$ cat src/rtl/upc_display_sequencer.sv
// Sequencer for the UPC seven-segment datapath: it passes the switch code through in MANUAL,
// or steps through the codes automatically with a dwell time, a blanking gap, pause and single-step.
module upc_display_sequencer #(
    parameter int DWELL_CYCLES = 50_000_000,
    parameter int BLANK_CYCLES = 5_000_000,
    parameter int NUM_CODES    = 8
) (
    input  logic       clk,
    input  logic       reset,
    input  logic [2:0] sw_upc,
    input  logic       auto_en,
    input  logic       pause,
    input  logic       step,
    output logic [2:0] upc,
    output logic       blank,
    output logic       auto_active,
    output logic       wrap
);
    localparam int MAX_CYCLES = (DWELL_CYCLES > BLANK_CYCLES) ? DWELL_CYCLES : BLANK_CYCLES;
    localparam int TW = $clog2(MAX_CYCLES + 1);
    localparam logic [TW-1:0] DWELL_LAST = TW'(DWELL_CYCLES - 1);
    localparam logic [TW-1:0] DWELL_FULL = TW'(DWELL_CYCLES);
    localparam logic [TW-1:0] BLANK_LAST = TW'((BLANK_CYCLES > 0) ? BLANK_CYCLES - 1 : 0);
    localparam logic [2:0]    IDX_LAST   = 3'(NUM_CODES - 1);

    typedef enum logic [1:0] {MANUAL, SHOW, GAP, HOLD} state_t;

    state_t        state_reg, state_next;
    logic [2:0]    idx_reg, idx_next;
    logic [TW-1:0] timer_reg, timer_next;
    logic [2:0]    upc_reg;
    logic          blank_reg, active_reg, wrap_reg;
    logic          advance;
    logic          idx_at_last;

    assign idx_at_last = (idx_reg == IDX_LAST);

    always_comb begin
        state_next = state_reg;
        idx_next   = idx_reg;
        timer_next = timer_reg;
        advance    = 1'b0;
        case (state_reg)
            MANUAL: begin
                if (auto_en) begin
                    state_next = SHOW;
                    idx_next   = 3'd0;
                    timer_next = '0;
                end
            end
            SHOW: begin
                if (!auto_en) begin
                    state_next = MANUAL;
                end else if (pause) begin
                    // The cycle in which pause is seen still counts towards the dwell.
                    state_next = HOLD;
                    timer_next = timer_reg + 1'b1;
                end else if (timer_reg == DWELL_LAST) begin
                    timer_next = '0;
                    if (BLANK_CYCLES > 0) state_next = GAP;
                    else                  advance    = 1'b1;
                end else begin
                    timer_next = timer_reg + 1'b1;
                end
            end
            GAP: begin
                if (!auto_en) begin
                    state_next = MANUAL;
                end else if (timer_reg == BLANK_LAST) begin
                    advance    = 1'b1;
                    timer_next = '0;
                    state_next = SHOW;
                end else begin
                    timer_next = timer_reg + 1'b1;
                end
            end
            HOLD: begin
                if (!auto_en) begin
                    state_next = MANUAL;
                end else if (pause) begin
                    if (step) begin
                        advance    = 1'b1;
                        timer_next = '0;
                    end
                end else if (step) begin
                    advance    = 1'b1;
                    timer_next = '0;
                    state_next = SHOW;
                end else if (timer_reg >= DWELL_FULL) begin
                    // Paused on the final dwell cycle: nothing left to show, so expire now.
                    timer_next = '0;
                    if (BLANK_CYCLES > 0) begin
                        state_next = GAP;
                    end else begin
                        advance    = 1'b1;
                        state_next = SHOW;
                    end
                end else begin
                    state_next = SHOW;
                end
            end
            default: state_next = MANUAL;
        endcase
        if (advance) idx_next = idx_at_last ? 3'd0 : idx_reg + 3'd1;
    end

    always_ff @(posedge clk) begin
        if (reset) begin
            state_reg  <= MANUAL;
            idx_reg    <= 3'd0;
            timer_reg  <= '0;
            upc_reg    <= 3'd0;
            blank_reg  <= 1'b0;
            active_reg <= 1'b0;
            wrap_reg   <= 1'b0;
        end else begin
            state_reg  <= state_next;
            idx_reg    <= idx_next;
            timer_reg  <= timer_next;
            upc_reg    <= (state_next == MANUAL) ? sw_upc : idx_next;
            blank_reg  <= (state_next == GAP);
            active_reg <= (state_next != MANUAL);
            wrap_reg   <= advance && idx_at_last;
        end
    end

    assign upc         = upc_reg;
    assign blank       = blank_reg;
    assign auto_active = active_reg;
    assign wrap        = wrap_reg;
endmodule

$ cat config.mk
export PLATFORM = sky130hd
export DESIGN_NAME = upc_display_sequencer
export DESIGN_NICKNAME = d
export VERILOG_FILES = /design/src/rtl/upc_display_sequencer.sv
export SDC_FILE = /design/constraint.sdc
export NUM_CORES = 1
export LEC_CHECK = 0
export ABC_CLOCK_PERIOD_IN_PS = 2700
export BUFFER_PORTS_ARGS = -buffer_cell sky130_fd_sc_hd__buf_4
export CAP_MARGIN = 20
export CELL_PAD_IN_SITES_DETAIL_PLACEMENT = 1
export CELL_PAD_IN_SITES_GLOBAL_PLACEMENT = 1
export CORE_UTILIZATION = 47
export CTS_BUF_LIST = sky130_fd_sc_hd__clkbuf_8
export CTS_CLUSTER_SIZE = 20
export DETAILED_ROUTE_END_ITERATION = 12
export HOLD_SLACK_MARGIN = 0.05
export PLACE_DENSITY_LB_ADDON = 0.1
export SLEW_MARGIN = 20
export SYNTH_ARGS = -nofsm -noshare
export SYNTH_HDL_FRONTEND = slang
export SYNTH_SLANG_ARGS = --single-unit
$ cat constraint.sdc
create_clock -name clk -period 2.7 [get_ports clk]
set_input_delay 0.135 -clock clk [delete_from_list [all_inputs] [get_ports clk]]
set_output_delay 0.135 -clock clk [all_outputs]
set_load 0.02 [all_outputs]
**Word level (Yosys, flattened, before mapping)**

Cells that the tools add are included.

- Register bits: 37
- Bits in read-only memories: 0
- Memory bits (writable): 0
- Logic and storage cells: 61
- Memories kept: 0
- Output and inout port bits: 6
- Bits in latches: 0
- Input port bits: 8

- Order comparisons: 1
- Bitwise operators: 0
- Multiply operators: 0
- $add $sub $neg: 2
- Muxes and demuxes: 33
- Equal/unequal tests: 13
- Shift operators: 0
- Reductions and logical operators: 5
- Divide/modulo/power cells: 0

Operators by type and width:

| cell | number |
|---|---|
| 26-bit two-way mux | 11 |
| 26-bit one-hot mux with 4 select lines | 1 |
| 26-bit by 1-bit adder with 26-bit output (second input constant) | 1 |
| 26-bit by 23-bit equality test with 1-bit output (second input constant) | 1 |
| 26-bit equality test (second input constant) | 1 |
| 26-bit greater-or-equal comparator (second input constant) | 1 |
| 2-bit two-way mux | 10 |
| 3-bit two-way mux | 5 |
| 2-bit != test (second input constant) | 4 |
| 2-bit one-hot mux with 4 select lines | 1 |
| 2-bit equality test (second input constant) | 3 |
| 3-bit != test (second input constant) | 2 |
| 6-bit AND reduction | 1 |
| 2-bit zero test | 2 |
| 1-bit two-way mux | 4 |
| 3-bit by 1-bit adder with 3-bit output (second input constant) | 1 |
| 3-bit equality test (second input constant) | 1 |
| 2-bit by 1-bit equality test with 1-bit output (second input constant) | 1 |
| 1-bit one-hot mux with 2 select lines | 1 |
| 2-bit nonzero test | 1 |
| 1-bit logical AND | 1 |

**Depth between registers and ports, before layout**

Gate-level depths: netlist (run 1).

- Depth in word-level cells: 8
- Gate-level depth with buffers: 10
- Depth with buffers taken out: 8

**Worst setup path before layout (run 1)**

Ideal clock, no wire load.

- Kind: reg-to-reg
- Start: register state_reg[0]
- End: register timer_reg[24]
- Path slack: 340 ps
- Setup time: 70 ps
- Required time: 2,630 ps
- Arrival: 2,290 ps
- Buffers on the path: 1
- Period minus slack after synthesis: 2,360 ps
- Cell stages (with the launch flop): 9
- Path through: dfxtp_1 inv_1 ha_1 nor4_1 nor2_1 or4_4 buf_6 or4_1 a21oi_1

- Longest elaborated chain between the ends: 3
- Elaborated cells between the ends (all ways): 12
- Those cells by class: eq/ne (9); mux (1); reduce/logical (2)

Ends and longest elaborated chain:

| what | line | source |
|---|---|---|
| start, declared | 28 | `state_t state_reg, state_next;` |
| start signal, assigned | 117 | `state_reg <= state_next;` |
| 2-bit equality test, or another cell as far along | 43 | `case (state_reg)` |
| 3-bit != test (no line) or 2-bit != test (tied branches) | - |  |
| 6-bit AND reduction (no line) | - |  |
| end signal, assigned | 119 | `timer_reg <= timer_next;` |
| end, declared | 30 | `logic [TW-1:0] timer_reg, timer_next;` |

Parallel ways exist; a longest one is shown, timed or not.
A chain may end at the register's enable or synchronous reset.

**Worst setup path in the final report (run 1)**

- Start: register timer_reg[12]
- End: register timer_reg[22]

- Longest elaborated chain between the ends: 5
- Elaborated cells between the ends (all ways): 12
- Those cells by class: add/sub (1); order compare (1); eq/ne (3); mux (6); reduce/logical (1)

Ends and longest elaborated chain:

| what | line | source |
|---|---|---|
| 26-bit by 1-bit adder with 26-bit output or 26-bit equality test (tied branches) | - |  |
| 26-bit two-way mux | 58 | `end else if (timer_reg == DWELL_LAST) begin` |
| 26-bit two-way mux | 54 | `end else if (pause) begin` |
| 26-bit two-way mux | 52 | `if (!auto_en) begin` |
| 26-bit one-hot mux with 4 select lines | 43 |  |

Parallel ways exist; a longest one is shown, timed or not. The select of a mux whose other input is x is not followed.

==> impl_results.md, run 1 <==
* Antenna violations before repair at 0
* Post-CTS Setup Bufs at 0
* Min Tclk post-route at 2.54 ns
* Drt drc at 0
* Pwr Total at 1.04 mW
* Peak supply drop at 270 uV
* FF+latch count, synth at 37
* Clock net sink count at 37
* Post-synth top area share at 0.350
* Die ar. at 4780 um2
* # diodes at 0
* Final Setup Violations at 0
* Commonest non-fill, non-tap cell in the layout: dfxtp_1
* Power Density at 436 nW/um2
* Post-route cell area at 2390 um2
* Most frequent cells in the layout: 35 x dfxtp_1, 27 x nor2_1, 23 x nand2_1, 22 x buf_4, 21 x nor3_1
* Avg WL per Cell at 16.8 um
* Sequential area share after synthesis at 0.350
* Highest Clock Rate at 393 MHz
* Synth async-reset ratio at 0
* Setup TNS at 0 ns
* Status: finished clean
* Cell Area, Placed at 2290 um2
* Fin. Hold Viols at 0
* Crit-path max FO at 11
* Data arrival time of the worst path at 2.76 ns
* Cell Area, Synth at 2120 um2
* Max cap viols at 0
* Fill count at 539
* Vias in the first global route at 2,008
* Remaining antenna violation count at 0
* Non-filler cells, final at 333
* Max FFs per register at 26
* Final wirelength at 5.61 mm
* Synth area leader: dfxtp_1
* IO Count at 14
* GR Util All Layers at 0.252
* Max clock buf depth at 2
* Layout area overhead at 13.0%
* Root Driver: clkbuf_8
* Placement row count at 24
* Clock-pin slew on the worst setup and hold paths at 0.07 ns
* First-pass GRT wire length at 9.78 mm
* Largest cells by area after synthesis: dfxtp_1 35%, xnor2_1 7.4%, ha_1 5.3%
* Initial Util at 0.486
* Pins over their slew limit at 0
* Post-CTS Hold Buffers at 0
* WHS at 0.0998 ns
* Core box area at 4350 um2
* Nets at 297
* PostCTS Resize Cnt at 0
* Initial drt markers at 70
* Most used DFF post-synth: dfxtp_1
* Slew headroom at 0.543
* Syn. warnings at 0
* Share of layout cells above drive strength 1 at 0.146
* Aggregate global routing overflow at 0
* Clk_lat worst skew at 0.29 ns
* RSZ-0062 raised after global routing: false
* Post-synthesis cell type count at 46
* Worst setup path class: reg2reg
* First-pass DRT Iterations at 4
* Crit start category: flip-flop
* Worst-Margin Slew at 0.680 ns
* Gpl congestion at 0.798
* Placed Cells at 325
* DP HPWL at 4.17 mm
* Mapped Cells at 263
* TritonCTS clock tree: yes
* Final Cycle Share at 0.942
* HP Class: in2reg
* Worst setup EP type: flip-flop
* CTS H-tree depth at 2
* Die Y-Extent at 69.1 um
* Die W at 69.1 um
* Lkg Pwr at 0.827 nW
* Critical path required time at 2.92 ns
* Syn avg cell area at 8.05 um2
* Vias/cell at 5.96
* Syn Nets at 280
* Post-synth EDFFs at 0
* Setup Skew at 0.00641 ns
* Vias post-DR at 1,985
* IO buf count at 13
* Largest net degree at the start of global routing at 26
* CTS buffer count at 5
[kinds of logic (layout without fill, tap and decap cells)]
kind of cell | count (synthesis) | after routing | share of synthesized area
xor gates and xnor gates | 19 | 19 | 0.0786
AOI/OAI and AO/OA | 36 | 36 | 0.111
muxes | 3 | 3 | 0.0160
and+or+nand+nor | 136 | 136 | 0.346
DFF | 37 | 37 | 0.350
buffers and inverters | 23 | 41 | 0.0449
adders and majority gates | 9 | 9 | 0.0532
[area by class of cell]
class / instances / area [um2] / share of cell area
Multi-Input combinational cell: 203 / 1290 / 0.541
Sequential cell: 37 / 743 / 0.311
Timing Repair Buffer: 22 / 165 / 0.0690
Clock buffer: 5 / 68.8 / 0.0288
Tap cell: 52 / 65.1 / 0.0272
Inverter: 11 / 41.3 / 0.0173
Clock inverter: 3 / 13.8 / 0.00575
[metal layers]
metal | vias up | global-route usage | share of wire
met2 | 29 | 0.402 | 0.47
met3 | 5 | 0.0439 | 0.032
li1 | 981 | - | -
met4 | 0 | 0.0612 | 0.0096
met1 | 970 | 0.354 | 0.49
met5 | - | 0 | 0
[report_power, final]
| group | switching, mW | total [mW] | internal (mW) |
|---|---|---|---|
| sequential | 0.00508 | 0.559 | 0.554 |
| combinational | 0.0654 | 0.107 | 0.0418 |
| clock | 0.201 | 0.376 | 0.175 |
| total | 0.271 | 1.04 | 0.771 |
[through the flow]
step            util  worst slack [ns]
2_1_floorplan      -             0.340
3_3_place_gp   0.527             0.206
4_1_cts        0.546             0.111
5_1_grt        0.549            0.0123
6_report       0.549             0.158
3_5_place_dp   0.527             0.150
[cell usage after synthesis, types with 2 or more instances]
cell       count
nand2_1       23
nand4bb_1      2
mux2_2         3
xnor2_1       18
o41ai_1        2
nor2b_1        6
clkbuf_1      10
and3_1         5
nand4_1       12
nor3_1        21
a21oi_1       14
nand3_1       13
or4_1          4
dfxtp_1       37
or3_1          4
nor4b_1        3
o31ai_1        4
and4_1         3
ha_1           9
o21ai_0        4
nor4_1         4
inv_1         11
nor2_1        27
and2_1         2
[worst max-delay path, stage by stage (launching register included)]
cell	delay, ns
dfxtp_1	0.47
nand4_1	0.20
a22oi_2	0.24
a21oi_1	0.10
o21a_1	0.20
or4_4	0.59
or4_1	0.50
a21oi_1	0.16
[final timing paths]
kind / startpoint / to / slack, ns / cells after the start
worst max register to register: timer_reg[12]$_SDFFE_PP0P_ / timer_reg[22]$_SDFFE_PP0P_ / 0.16 / 7
worst min-delay path: reset / state_reg[0]$_SDFF_PP0_ / 0.1 / 2
worst max-delay path: timer_reg[12]$_SDFFE_PP0P_ / timer_reg[22]$_SDFFE_PP0P_ / 0.16 / 7
worst min register to register: idx_reg[1]$_SDFF_PP0_ / idx_reg[1]$_SDFF_PP0_ / 0.50 / 2
Power figures use the tool's default switching activity.
==> run 2: changes to the inputs <==
SETUP_SLACK_MARGIN = 0.3   (was default)
SLEW_MARGIN = default   (was 20)
==> impl_results.md, run 2 (synthesized netlist as in run 1, its figures left out) <==
* Placed Cells at 325 (unchanged)
* Post-CTS Hold Buffers at 0 (unchanged)
* Crit start category: flip-flop
* Layout area overhead at 25.4%
* Setup TNS at 0 ns (unchanged)
* Power Density at 397 nW/um2 (-8.8%)
* Post-route cell area at 2660 um2 (+11%)
* Final design utilization at 0.610 (+0.0603)
* Initial drt markers at 163 (+130%)
* Pins over their slew limit at 0 (unchanged)
* Met1 Usage GRT at 0.371 (+0.0165)
* Register-to-Register Path Depth at 9 (+2)
* Worst-Margin Slew at 0.425 ns (-0.255 ns)
* Peak supply drop at 254 uV (-5.8%)
* DP HPWL at 4.17 mm (unchanged)
* Final Setup Violations at 0 (unchanged)
* Met3 Use GR at 0.0439 (unchanged)
* Nets at 311 (+4.7%)
* Vias/cell at 6.21 (+4.2%)
* TritonCTS clock tree: yes
* Gpl congestion at 0.798 (unchanged)
* Root Driver: clkbuf_8
* Min-delay src: reset
* Vias post-DR at 2,155 (+8.6%)
* Status: finished clean
* Worst hold path depth at 2 (unchanged)
* Critical path required time at 2.88 ns (-0.04 ns)
* Drt drc at 0 (unchanged)
* PnR worst setup slack at 0.244 ns (+0.0859 ns)
* Max cap viols at 0 (unchanged)
* HP Class: in2reg
* Avg WL per Cell at 20.8 um (+23%)
* First-pass GRT wire length at 10.1 mm (+3.5%)
* Setup Skew at 0.00782 ns (+0.00140 ns)
* Clock net sink count at 37 (unchanged)
* Max FFs per register at 26 (unchanged)
* Core box area at 4350 um2 (unchanged)
* WHS Endpoint: state_reg[0]$_SDFF_PP0_
* WHS at 0.113 ns (+0.0130 ns)
* GR peak layer: met2
* CTS H-tree depth at 2 (unchanged)
* Setup slack, reg-to-reg at 0.24 ns (+0.09 ns)
* Final Cycle Share at 0.910 (-0.0318)
* Die W at 69.1 um (unchanged)
* First-pass DRT Iterations at 4 (unchanged)
* Fin. Hold Viols at 0 (unchanged)
* Remaining antenna violation count at 0 (unchanged)
* Lkg Pwr at 0.920 nW (+11%)
* Placement row count at 24 (unchanged)
* M2 GR Usage at 0.419 (+0.0162)
* Max clock buf depth at 2 (unchanged)
* Most frequent cells in the layout: 35 x buf_4, 26 x nor2_1, 22 x nand2_1, 20 x dfxtp_1
* Worst setup path class: reg2reg
* IO Count at 14 (unchanged)
* Commonest non-fill, non-tap cell in the layout: buf_4
* Min Tclk post-route at 2.46 ns (-0.0859 ns)
* Crit-path max FO at 4 (-7)
* Final wirelength at 7.21 mm (+29%)
* Die Y-Extent at 69.1 um (unchanged)
* Pwr Total at 1.05 mW (+1.2%)
* Highest Clock Rate at 407 MHz (+3.5%)
* Dpl ws at 0.150 ns (unchanged)
* Clk_lat worst skew at 0.29 ns (about the same)
* Cell Area, Placed at 2290 um2 (unchanged)
* RSZ-0062 raised after global routing: true
* Slew headroom at 0.715 (+0.172)
* FF-to-FF End: upc[2]$_SDFF_PP0_
* Data arrival time of the worst path at 2.63 ns (-0.13 ns)
* Share of layout cells above drive strength 1 at 0.305 (+0.159)
* RR Startpoint: timer_reg[18]$_SDFFE_PP0P_
* Initial Util at 0.486 (unchanged)
* Vias in the first global route at 2,036 (+1.4%)
* Worst setup EP type: flip-flop
* IO buf count at 13 (unchanged)
* # diodes at 0 (unchanged)
* Clock-pin slew on the worst setup and hold paths at 0.08 ns (about the same)
* GR Util All Layers at 0.262 (+0.00928)
* Largest net degree at the start of global routing at 26 (unchanged)
* CTS buffer count at 5 (unchanged)
* Antenna violations before repair at 0 (unchanged)
* Non-filler cells, final at 347 (+4.2%)
* Die ar. at 4780 um2 (unchanged)
* Aggregate global routing overflow at 0 (unchanged)
==> run 2: cell count changes in the layout (fill, tap and decap cells not counted), moves of 3 or more <==
| cell | previous run | this run |
|---|---|---|
| dfxtp_1 | 35 | 20 |
| dfxtp_2 | 2 | 9 |
| dfxtp_4 | 0 | 8 |
| nor3_1 | 21 | 18 |
| buf_4 | 22 | 35 |
| ha_1 | 9 | 5 |
| ha_2 | 0 | 4 |
==> run 2: area by class of cell <==
cell class / instances / area [um2]
multi-input combinational: 204 / 1420
tap: 52 / 65.1
sequential: 37 / 782
clock buffer: 5 / 68.8
timing repair buffer: 35 / 263
inverter: 11 / 41.3
fill: 511 / 1700
clock inverter: 3 / 13.8
==> run 2: what timing repair did <==
| item | 4_1_cts | 5_1_grt |
|---|---|---|
| gates cloned | 1 | 0 |
| setup buffers | 2 | 11 |
| gates resized for setup | 17 | 37 |
| setup endpoints to repair | 8 | 28 |
| pin swaps | 5 | 10 |
==> run 2: power by group <==
| part | leakage, nW | total, mW | internal, mW | switching [mW] |
|---|---|---|---|---|
| clock network | 0.0491 | 0.382 | 0.175 | 0.206 |
| registers | 0.310 | 0.552 | 0.546 | 0.00624 |
| logic | 0.561 | 0.121 | 0.0458 | 0.0751 |
==> run 2: worst max path at each step <==
stage / from / endpoint / depth (start not counted)
global placement: state_reg[0]$_SDFF_PP0_ / timer_reg[24]$_SDFFE_PP0P_ / 7
finish: timer_reg[18]$_SDFFE_PP0P_ / upc[2]$_SDFF_PP0_ / 9
floorplan: state_reg[0]$_SDFF_PP0_ / timer_reg[24]$_SDFFE_PP0P_ / 8
detailed placement: timer_reg[22]$_SDFFE_PP0P_ / upc[0]$_SDFF_PP0_ / 7
global route: timer_reg[0]$_SDFFE_PP0P_ / upc[2]$_SDFF_PP0_ / 9
CTS: state_reg[1]$_SDFF_PP0_ / timer_reg[22]$_SDFFE_PP0P_ / 7
==> run 2: routing by layer <==
metal | routed length (um) | up-vias
met4 | 175 | 0
met2 | 3590 | 63
met5 | 0 | -
met1 | 3100 | 1069
met3 | 348 | 17
li1 | - | 1006
==> run 2: critical path: stages, from the launching register on <==
cell	delay, ns
dfxtp_4	0.36
buf_4	0.15
buf_4	0.14
and4_1	0.15
nand4_1	0.24
o21ai_0	0.18
a32o_1	0.32
nor3_2	0.31
nand2_1	0.18
mux2_2	0.31
